==> src/rtl/fifo_pkg.sv <==
// Shared definitions for the 16x8 FIFO and its burst read-side controller.
package fifo_pkg;

  localparam int FIFO_DEPTH  = 16;
  localparam int FIFO_DATA_W = 8;
  localparam int FIFO_THRESH = 8;

  typedef enum logic [1:0] {
    IDLE   = 2'd0,
    WAIT   = 2'd1,
    BURST  = 2'd2,
    SINGLE = 2'd3
  } rd_state_e;

  // States in which the controller may pop the FIFO.
  function automatic logic is_draining(input rd_state_e st);
    return (st == BURST) || (st == SINGLE);
  endfunction

endpackage

==> src/rtl/fifo_burst_reader_if.sv <==
// FIFO read side plus downstream valid/ready stream of the burst reader.
interface fifo_burst_reader_if
  import fifo_pkg::*;
#(
  parameter int DATA_W = FIFO_DATA_W
);

  logic              en;
  logic [DATA_W-1:0] fifo_data;
  logic              fifo_empty;
  logic              fifo_threshold;
  logic              fifo_read;
  logic [DATA_W-1:0] m_data;
  logic              m_valid;
  logic              m_ready;
  logic              m_last;
  logic              busy;
  logic              err;

  modport master (
    input  en,
    input  fifo_data,
    input  fifo_empty,
    input  fifo_threshold,
    output fifo_read,
    output m_data,
    output m_valid,
    input  m_ready,
    output m_last,
    output busy,
    output err
  );

  modport slave (
    output en,
    output fifo_data,
    output fifo_empty,
    output fifo_threshold,
    input  fifo_read,
    input  m_data,
    input  m_valid,
    output m_ready,
    input  m_last,
    input  busy,
    input  err
  );

endinterface

==> src/rtl/fifo_out_reg.sv <==
// One-entry valid/ready output stage: a load captures a beat, an accept empties it.
module fifo_out_reg
  import fifo_pkg::*;
#(
  parameter int DATA_W = FIFO_DATA_W
) (
  input  logic              clk,
  input  logic              rst_n,
  input  logic              i_load,
  input  logic [DATA_W-1:0] i_data,
  input  logic              i_last,
  input  logic              i_ready,
  output logic [DATA_W-1:0] o_data,
  output logic              o_valid,
  output logic              o_last
);

  logic [DATA_W-1:0] r_data;
  logic              r_valid;
  logic              r_last;

  // Load has priority; the upstream only loads when the slot is free or being accepted.
  always_ff @(posedge clk or negedge rst_n) begin
    if (!rst_n) begin
      r_data  <= '0;
      r_valid <= 1'b0;
      r_last  <= 1'b0;
    end else if (i_load) begin
      r_data  <= i_data;
      r_valid <= 1'b1;
      r_last  <= i_last;
    end else if (r_valid && i_ready) begin
      r_valid <= 1'b0;
      r_last  <= 1'b0;
    end else begin
      r_valid <= r_valid;
      r_last  <= r_last;
    end
  end

  assign o_data  = r_data;
  assign o_valid = r_valid;
  assign o_last  = r_last;

endmodule

==> src/rtl/fifo_burst_reader.sv <==
// Read-side FIFO controller: drains fixed bursts on threshold, flushes
// leftovers as single-beat bursts after a below-threshold timeout.
module fifo_burst_reader
  import fifo_pkg::*;
#(
  parameter int DATA_W    = FIFO_DATA_W,
  parameter int BURST_LEN = 8,
  parameter int TIMEOUT   = 16,
  parameter int TMR_W     = $clog2(TIMEOUT) + 1
) (
  input  logic clk,
  input  logic rst_n,
  fifo_burst_reader_if.master bus
);

  localparam int BL_W = $clog2(BURST_LEN) + 1;
  localparam logic [BL_W-1:0]  BL_LOAD  = BL_W'(BURST_LEN);
  localparam logic [BL_W-1:0]  BL_ONE   = BL_W'(1);
  localparam logic [TMR_W-1:0] TMR_LAST = TMR_W'(TIMEOUT - 1);
  localparam logic [TMR_W-1:0] TMR_ONE  = TMR_W'(1);

  rd_state_e         r_state;
  rd_state_e         w_state_nxt;
  logic [TMR_W-1:0]  r_timer;
  logic [TMR_W-1:0]  w_timer_nxt;
  logic [BL_W-1:0]   r_beats_left;
  logic [BL_W-1:0]   w_beats_nxt;
  logic              r_err;
  logic              w_err_nxt;
  logic              r_busy;

  logic              w_read;
  logic              w_out_free;
  logic              w_last_beat;
  logic [DATA_W-1:0] w_m_data;
  logic              w_m_valid;
  logic              w_m_last;

  // A pop is only issued when the output slot will be free at the same edge.
  assign w_out_free  = !w_m_valid || bus.m_ready;
  assign w_last_beat = (r_beats_left == BL_ONE);
  assign w_read      = is_draining(r_state) && (r_beats_left != '0) &&
                       !bus.fifo_empty && w_out_free;

  // Next-state, timer, beat counter and sticky error.
  always_comb begin
    w_state_nxt = r_state;
    w_timer_nxt = r_timer;
    w_beats_nxt = r_beats_left;
    w_err_nxt   = r_err;
    case (r_state)
      IDLE: begin
        if (bus.en && !bus.fifo_empty) begin
          w_state_nxt = WAIT;
          w_timer_nxt = '0;
        end else begin
          w_state_nxt = IDLE;
        end
      end
      WAIT: begin
        if (!bus.en) begin
          w_state_nxt = IDLE;
        end else if (bus.fifo_threshold) begin
          w_state_nxt = BURST;
          w_beats_nxt = BL_LOAD;
        end else if (bus.fifo_empty) begin
          w_state_nxt = IDLE;
        end else if (r_timer == TMR_LAST) begin
          w_state_nxt = SINGLE;
          w_beats_nxt = BL_ONE;
        end else if (r_timer < TMR_LAST) begin
          w_timer_nxt = r_timer + TMR_ONE;
        end else begin
          w_timer_nxt = r_timer;
        end
      end
      BURST: begin
        if (w_read) begin
          w_beats_nxt = r_beats_left - BL_ONE;
          if (w_last_beat) begin
            w_state_nxt = IDLE;
          end else begin
            w_state_nxt = BURST;
          end
        end else if (bus.fifo_empty) begin
          // Truncated burst: no m_last is produced for it.
          w_err_nxt   = 1'b1;
          w_beats_nxt = '0;
          w_state_nxt = IDLE;
        end else begin
          w_state_nxt = BURST;
        end
      end
      SINGLE: begin
        if (w_read) begin
          w_beats_nxt = BL_ONE;
          if (bus.en) begin
            w_state_nxt = SINGLE;
          end else begin
            w_state_nxt = IDLE;
          end
        end else if (bus.fifo_threshold && bus.en) begin
          w_state_nxt = BURST;
          w_beats_nxt = BL_LOAD;
        end else if (bus.fifo_empty) begin
          w_state_nxt = IDLE;
        end else begin
          w_state_nxt = SINGLE;
        end
      end
      default: begin
        w_state_nxt = IDLE;
        w_beats_nxt = '0;
      end
    endcase
  end

  // Control state registers.
  always_ff @(posedge clk or negedge rst_n) begin
    if (!rst_n) begin
      r_state      <= IDLE;
      r_timer      <= '0;
      r_beats_left <= '0;
      r_err        <= 1'b0;
      r_busy       <= 1'b0;
    end else begin
      r_state      <= w_state_nxt;
      r_timer      <= w_timer_nxt;
      r_beats_left <= w_beats_nxt;
      r_err        <= w_err_nxt;
      r_busy       <= (w_state_nxt != IDLE);
    end
  end

  fifo_out_reg #(
    .DATA_W (DATA_W)
  ) u_out_reg (
    .clk     (clk),
    .rst_n   (rst_n),
    .i_load  (w_read),
    .i_data  (bus.fifo_data),
    .i_last  (w_last_beat),
    .i_ready (bus.m_ready),
    .o_data  (w_m_data),
    .o_valid (w_m_valid),
    .o_last  (w_m_last)
  );

  assign bus.fifo_read = w_read;
  assign bus.m_data    = w_m_data;
  assign bus.m_valid   = w_m_valid;
  assign bus.m_last    = w_m_last;
  assign bus.busy      = r_busy;
  assign bus.err       = r_err;

endmodule

==> src/flat_wrapper.sv <==
// flat-port wrapper written by rule: the top's interface ports become plain ports
module fifo_burst_reader_flat import fifo_pkg::*;
#(
  parameter int DATA_W    = FIFO_DATA_W,
  parameter int BURST_LEN = 8,
  parameter int TIMEOUT   = 16,
  parameter int TMR_W     = $clog2(TIMEOUT) + 1
)
  (clk, rst_n, bus_en, bus_fifo_data, bus_fifo_empty, bus_fifo_threshold, bus_fifo_read, bus_m_data, bus_m_valid, bus_m_ready, bus_m_last, bus_busy, bus_err);
  fifo_burst_reader_if #(.DATA_W(DATA_W)) bus_i ();
  input  logic clk;
  input  logic rst_n;
  input wire logic [$bits(bus_i.en)-1:0] bus_en;
  input wire logic [$bits(bus_i.fifo_data)-1:0] bus_fifo_data;
  input wire logic [$bits(bus_i.fifo_empty)-1:0] bus_fifo_empty;
  input wire logic [$bits(bus_i.fifo_threshold)-1:0] bus_fifo_threshold;
  output wire logic [$bits(bus_i.fifo_read)-1:0] bus_fifo_read;
  output wire logic [$bits(bus_i.m_data)-1:0] bus_m_data;
  output wire logic [$bits(bus_i.m_valid)-1:0] bus_m_valid;
  input wire logic [$bits(bus_i.m_ready)-1:0] bus_m_ready;
  output wire logic [$bits(bus_i.m_last)-1:0] bus_m_last;
  output wire logic [$bits(bus_i.busy)-1:0] bus_busy;
  output wire logic [$bits(bus_i.err)-1:0] bus_err;
  assign bus_i.en = bus_en;
  assign bus_i.fifo_data = bus_fifo_data;
  assign bus_i.fifo_empty = bus_fifo_empty;
  assign bus_i.fifo_threshold = bus_fifo_threshold;
  assign bus_fifo_read = bus_i.fifo_read;
  assign bus_m_data = bus_i.m_data;
  assign bus_m_valid = bus_i.m_valid;
  assign bus_i.m_ready = bus_m_ready;
  assign bus_m_last = bus_i.m_last;
  assign bus_busy = bus_i.busy;
  assign bus_err = bus_i.err;
  fifo_burst_reader #(.DATA_W(DATA_W), .BURST_LEN(BURST_LEN), .TIMEOUT(TIMEOUT), .TMR_W(TMR_W)) u_core (.clk(clk), .rst_n(rst_n), .bus(bus_i));
endmodule
==> config.mk <==
export PLATFORM = sky130hd
export DESIGN_NAME = fifo_burst_reader_flat
export DESIGN_NICKNAME = d
export VERILOG_FILES = /design/src/rtl/fifo_pkg.sv /design/src/rtl/fifo_burst_reader_if.sv /design/src/rtl/fifo_out_reg.sv /design/src/rtl/fifo_burst_reader.sv /design/src/flat_wrapper.sv
export SDC_FILE = /design/constraint.sdc
export NUM_CORES = 1
export LEC_CHECK = 0
export ABC_AREA = 1
export CORE_MARGIN = 3
export CORE_UTILIZATION = 43
export DETAILED_ROUTE_END_ITERATION = 10
export PLACE_DENSITY = 0.7
export SETUP_SLACK_MARGIN = 0.02
export SLEW_MARGIN = 20
export SYNTH_ARGS = -nofsm -noshare
export SYNTH_HDL_FRONTEND = slang
export SYNTH_SLANG_ARGS = --single-unit
==> constraint.sdc <==
create_clock -name clk -period 1.7 [get_ports clk]
set_input_delay 0.34 -clock clk [delete_from_list [all_inputs] [get_ports clk]]
set_output_delay 0.34 -clock clk [all_outputs]
set_load 0.01 [all_outputs]
-- Yosys cells after proc, flatten, opt, wreduce, memory -nomap -nowiden
Index checks and enable logic that the tools add are counted.
- word-level logic and storage cells: 78
- register bits after elaboration: 23
- bits of input ports: 14
- output and inout bits: 13
- reductions and logical operators: 19
- order comparisons: 1
- equal/unequal tests: 15
- bitwise logic cells: 1
- multiplexer cells: 32
- add/subtract/negate cells: 2
- operators by type and width (operator ; count):
    $mux W4 ; 8
    $mux W5 ; 6
    $mux W2 ; 11
    $pmux W4 S3 ; 1
    $pmux W5 S2 ; 1
    $ne A3 B3 Y1 const B ; 3
    $ne A2 B2 Y1 const B ; 4
    $pmux W2 S4 ; 1
    $reduce_and A7 Y1 ; 1
    $logic_and A1 B1 Y1 ; 6
    $reduce_and A6 Y1 ; 1
    $reduce_bool A2 Y1 ; 3
    $add A5 B1 Y5 const B ; 1
    $eq A5 B4 Y1 const B ; 1
    $lt A5 B4 Y1 const B ; 1
    $eq A2 B2 Y1 const B ; 2
    $eq A4 B1 Y1 const B ; 1
    $mux W1 ; 4
    $ne A2 B1 Y1 const B ; 2
    $reduce_bool A4 Y1 ; 1
    $sub A4 B1 Y4 const B ; 1
    $ne A3 B2 Y1 const B ; 1
    $reduce_and A3 Y1 ; 1
    $reduce_bool A3 Y1 ; 1
    5 further kinds ; 7

-- Logic depth before layout (Yosys ltp)
- depth after elaboration: 8
- depth in mapped cells: 10

-- By module
A second synthesis with hierarchy kept.
- cells, all modules: 176
- area total of the unflattened synthesis: 1293.7 um^2
- modules (own cells, without submodules) (module ; instances ; cells an instance ; area an instance (um^2) ; seq. area each (um^2)):
    fifo_burst_reader ; 1 ; 134 ; 908.4 ; 325.3
    fifo_out_reg ; 1 ; 42 ; 385.4 ; 250.2

-- Worst setup path before layout
OpenSTA, ideal clock, no wires.
- path type: register -> register
- start point: reg u_core.r_timer[0]
- end point: reg u_core.r_busy, in the netlist u_core.bus.busy
- arrival: 1.307 ns
- path buffers: 0
- setup slack: 0.271 ns
- stages on the path, launching flop included: 11
- required time: 1.578 ns
- cells stage by stage: dfrtp_1 ha_1 nand2_1 nor2_1 ha_1 nor2_1 nor2_1 o21ai_0 nand2_1 nor2_1 nand2_1
- cells in the longest elaborated chain, start to end: 7
- RTL lines (item ; RTL line ; source):
    start, declared ; fifo_burst_reader.sv:24 ; logic [TMR_W-1:0] r_timer;
    start signal, assigned ; fifo_burst_reader.sv:128 ; r_timer <= w_timer_nxt;
    $eq A5 B4 Y1 ; fifo_burst_reader.sv:68 ; end else if (r_timer == TMR_LAST) begin
    $mux W2 ; fifo_burst_reader.sv:68 ;
    $mux W2 ; fifo_burst_reader.sv:66 ; end else if (bus.fifo_empty) begin
    $mux W2 ; fifo_burst_reader.sv:63 ; end else if (bus.fifo_threshold) begin
    $mux W2 ; fifo_burst_reader.sv:61 ; if (!bus.en) begin
    $pmux W2 S4 ; fifo_burst_reader.sv:51 ; case (r_state)
    $reduce_bool A2 Y1 ; fifo_burst_reader.sv:131 ; r_busy <= (w_state_nxt != IDLE);
    end signal, assigned ; fifo_burst_reader.sv:131 ;
    end, declared ; fifo_burst_reader.sv:30 ; logic r_busy;
No other way between the ends.
A chain may end at the register's enable or synchronous reset.

-- Worst setup path after layout
- start point: reg u_core.r_beats_left[0]
- end point: out bus_fifo_read
- cells in the longest elaborated chain, start to end: 4
- RTL lines (item ; RTL line ; source):
    start, declared ; fifo_burst_reader.sv:26 ; logic [BL_W-1:0] r_beats_left;
    start signal, assigned ; fifo_burst_reader.sv:129 ; r_beats_left <= w_beats_nxt;
    $reduce_bool A4 Y1 ; fifo_burst_reader.sv:42 ; assign w_read = is_draining(r_state) && (r_beats_left != '0) &&
    $logic_and A1 B1 Y1 (2 in a row) ; fifo_burst_reader.sv:42 ;
    $logic_and A1 B1 Y1 ; fifo_burst_reader.sv:43 ; !bus.fifo_empty && w_out_free;
    end, declared ; flat_wrapper.sv:17 ; output wire logic [$bits(bus_i.fifo_read)-1:0] bus_fifo_read;
No other way between the ends.

==> impl_table.tex <==
\begin{tabular}{lr}
\hline
Metric & Value \\
\hline
\multicolumn{2}{l}{\textbf{Power}} \\
Ratio of total power to cell area & 1100 nW/um2 \\
Total net switching power & 707 uW \\
Worst VDD drop & 0.929 mV \\
Internal power & 1.27 mW \\
Net switching share of the total power & 35.8\% \\
Sequential share of power & 39.9\% \\
Fraction of power consumed by the clock network & 13.4\% \\
Power Total & 1.97 mW \\
Cell leakage power & 0.955 nW \\
Combinational share of power & 46.7\% \\
\multicolumn{2}{l}{\textbf{Routing}} \\
DRC Markers & 0 \\
Total Routed Length & 2840 um \\
Number of vias after detailed routing & 1228 \\
1st-pass router iterations & 4 \\
Post-detailed-route wirelength per cell & 11.1 um \\
Post-route antenna net violation count & 0 \\
Ratio of routed vias to standard cells & 4.82 \\
DR iter-0 viols & 36 \\
\multicolumn{2}{l}{\textbf{CTS}} \\
Cts bufs inserted & 3 \\
CTS Root Cell & clkbuf\_4 \\
Clk Latency, worst-skew pair & 0.32 ns \\
Clock slew at the register clock pins of the worst setup and hold paths & 0.13 ns \\
Clock sink total & 23 \\
Max Buffers Root-to-Sink & 2 \\
Clock tree from TritonCTS & yes \\
Depth of the CTS H-tree & 1 \\
\multicolumn{2}{l}{\textbf{Die}} \\
Vertical die dimension & 60.7 um \\
Overall die area & 3680 um2 \\
Row count & 19 \\
Floorplan Core Area & 2810 um2 \\
Floorplan die width & 60.7 um \\
Initial core utilization & 45.8\% \\
Number of primary I/O pins & 27 \\
\multicolumn{2}{l}{\textbf{Cells and area}} \\
Final \#Nets & 244 \\
Fraction of layout instances using a drive strength above 1 & 18.8\% \\
Multi-input gate area & 656 um2 \\
Antenna diodes & 0 \\
Area occupied by registers & 576 um2 \\
Final instance area & 1790 um2 \\
Post-synthesis to final-layout area growth & 39.3\% \\
Filler cell count & 259 \\
\multicolumn{2}{l}{\textbf{Synth}} \\
Most numerous cell in the Yosys netlist & nand2\_1 \\
Count of flip-flops with a built-in enable after synthesis & 0 \\
Dominant cell type by area after synthesis & dfrtp\_1 \\
Ranking of synthesized cells by area & dfrtp\_1 45\%, nand2\_1 21\%, inv\_1 6.1\% \\
Per-instance average area after synthesis & 7.30 um2 \\
Post-synthesis instance total & 176 \\
FFs w/ async S/R, synth & 100\% \\
Mapped Nets & 195 \\
Fraction of post-synthesis cell area in the top cell type by area & 44.8\% \\
Post-synth cell types & 22 \\
Synthesized flop and latch total & 23 \\
Sequential share of the synthesized area & 44.8\% \\
Netlist area before placement & 1280 um2 \\
Commonest cells in the netlist & 73 x nand2\_1, 23 x dfrtp\_1, 21 x inv\_1 \\
Yosys synthesis warning count & 0 \\
Most used flip-flop cell after synthesis & dfrtp\_1 \\
\multicolumn{2}{l}{\textbf{Critical path}} \\
CP cell instances & inv\_2 > ha\_4 > nand3\_4 > nand3\_4 > inv\_4 > buf\_6 \\
Required time reported for the critical path endpoint & 1.36 ns \\
Crit path kind & register to primary output \\
Critical path endpoint category & primary output \\
Worst Reg-to-Reg Cells & 10 \\
Crit. path cell count & 6 \\
Peak fanout along the critical path & 3 \\
Reg2reg end & u\_core.r\_timer[0] \\
Top cell by count, worst path & nand3\_4 \\
Slowest cell on the critical path & dfrtp\_1 \\
Slack of the worst reg-to-reg path & 0.16 ns \\
Critical path startpoint category & register \\
Beginning of the worst register-to-register path & u\_core.r\_timer[0] \\
Buffers plus inverters on the worst setup path & 3 \\
Startpoint of the worst setup timing path & u\_core.r\_beats\_left[0] \\
Delay of the slowest critical-path stage & 0.42 ns \\
Cell family contributing the most delay on the critical path & flip-flops \\
CP Data Arrival Time & 1.28 ns \\
\multicolumn{2}{l}{\textbf{Timing}} \\
Skew final & 0.00708 ns \\
Setup violators final & 0 \\
Pin slew with the least headroom to its limit & 0.292 ns \\
Final hold viol count & 0 \\
Time the final worst path needs with I/O delays and setup & 1.62 ns \\
Hold slack & 0.342 ns \\
Fraction of the cycle the final worst path needs & 95.0\% \\
F\_max & 0.619 GHz \\
Number of slew-limit violations in the final report & 0 \\
Minimum setup slack in the final design & 0.0842 ns \\
Setup TNS & 0 ns \\
Worst slew margin relative to its limit & 80.5\% \\
\multicolumn{2}{l}{\textbf{Place}} \\
Final weighted congestion of routability-driven global placement & 0.853 \\
Placed wire-length estimate after detailed placement & 2130 um \\
Placed instance area & 1690 um2 \\
Setup slack after placement & -0.300 ns \\
Count of input and output buffers & 26 \\
\multicolumn{2}{l}{\textbf{Outcome}} \\
Status & finished clean \\
\multicolumn{2}{l}{\textbf{Global routing}} \\
Aggregate global routing overflow & 0 \\
Wire length of the first global-routing pass & 4670 um \\
Vias in the first global route & 1148 \\
Antenna violations before repair & 0 \\
Maximum number of pins on one net before global-route repair & 24 \\
Global router's overall resource usage & 16.8\% \\
\multicolumn{2}{l}{\textbf{Hold path}} \\
Hold/Removal Path Class & input pin to asynchronous set/reset pin \\
\multicolumn{2}{l}{\textbf{Job}} \\
Max-capacitance violation count & 0 \\
\hline
\end{tabular}
## state kept, by name (all words and copies together) (netlist names)
name	cells
u_core.u_out_reg.o_valid	1
u_core.u_out_reg.o_data	8
u_core.r_timer	5
u_core.bus.busy	1
u_core.r_beats_left	4
u_core.bus.err	1
u_core.r_state	2
u_core.u_out_reg.o_last	1
## cell usage in the layout, fill, tap and decap left out, types with 3 or more instances in the layout
cell,instances
nand2_1,73
clkdlybuf4s50_1,25
dfrtp_1,23
inv_1,19
buf_4,19
nor2_1,17
nand3_1,9
nor2_2,4
inv_2,3
nand2_2,3
ha_1,3
clkbuf_4,3
## layout make-up
class / instances / area share, %
clock buffer: 3 / 1.26
tap: 31 / 2.17
sequential: 23 / 32.1
clock inverter: 1 / 0.280
inverter: 23 / 4.96
timing repair buffer: 45 / 22.6
multi-input combinational: 129 / 36.6
## cells by family after synthesis
group	Yosys count	synth area share, %
and+or+nand+nor	117	40.0
buffers and inverters	24	7.11
DFF	23	44.8
AOI/OAI and AO/OA	6	2.53
adders and majority gates	5	4.87
xor gates and xnor gates	1	0.682
## worst register-to-register path, cell delays in order (launching register included)
cell and delay (ns):
dfrtp_1 0.42, ha_2 0.19, nand2_1 0.08, nor2_1 0.05
ha_1 0.21, nor2_1 0.10, nand2_1 0.07, nand2_2 0.12
buf_4 0.13, nand3b_1 0.06, nand2_1 0.07
## metal layers
metal,GRT usage [%],part of all wire [%],wire (um)
met1,19.7,43,1230
met5,0,0,0
met4,6.81,1.8,52
met3,5.53,7.1,203
met2,28.2,48,1350
## worst max path at each step
stage	end	slack [ns]
6_report	bus_fifo_read	0.08
5_1_grt	u_core.r_beats_left[0]	-0.03
4_1_cts	bus_fifo_read	0.03
3_5_place_dp	bus_fifo_read	-0.30
3_3_place_gp	bus_fifo_read	-0.29
2_1_floorplan	u_core.bus.busy	0.27
## stage by stage
step / util [%] / cells
after floorplan: - / 176
after global placement: 60.3 / 247
after detailed placement: 60.3 / 247
after CTS: 61.9 / 251
after global routing: 63.8 / 255
final: 63.8 / 255
## power by group through the flow
stage	Clock (mW)	Combinational, mW	Sequential, mW
after detailed placement	0	0.846	0.793
final	0.265	0.921	0.787
after CTS	0.280	0.887	0.788
after global placement	0	0.828	0.794
after global routing	0.298	1.02	0.807
after floorplan	0	0.360	0.847
## repair_timing
| item | CTS | global route |
|---|---|---|
| pin swaps | 2 | 2 |
| setup buffers | 0 | 4 |
| gates resized for setup | 10 | 7 |
| hold buffers | 0 | 0 |
| setup endpoints to repair | 1 | 10 |
Power figures use the tool's default switching activity.
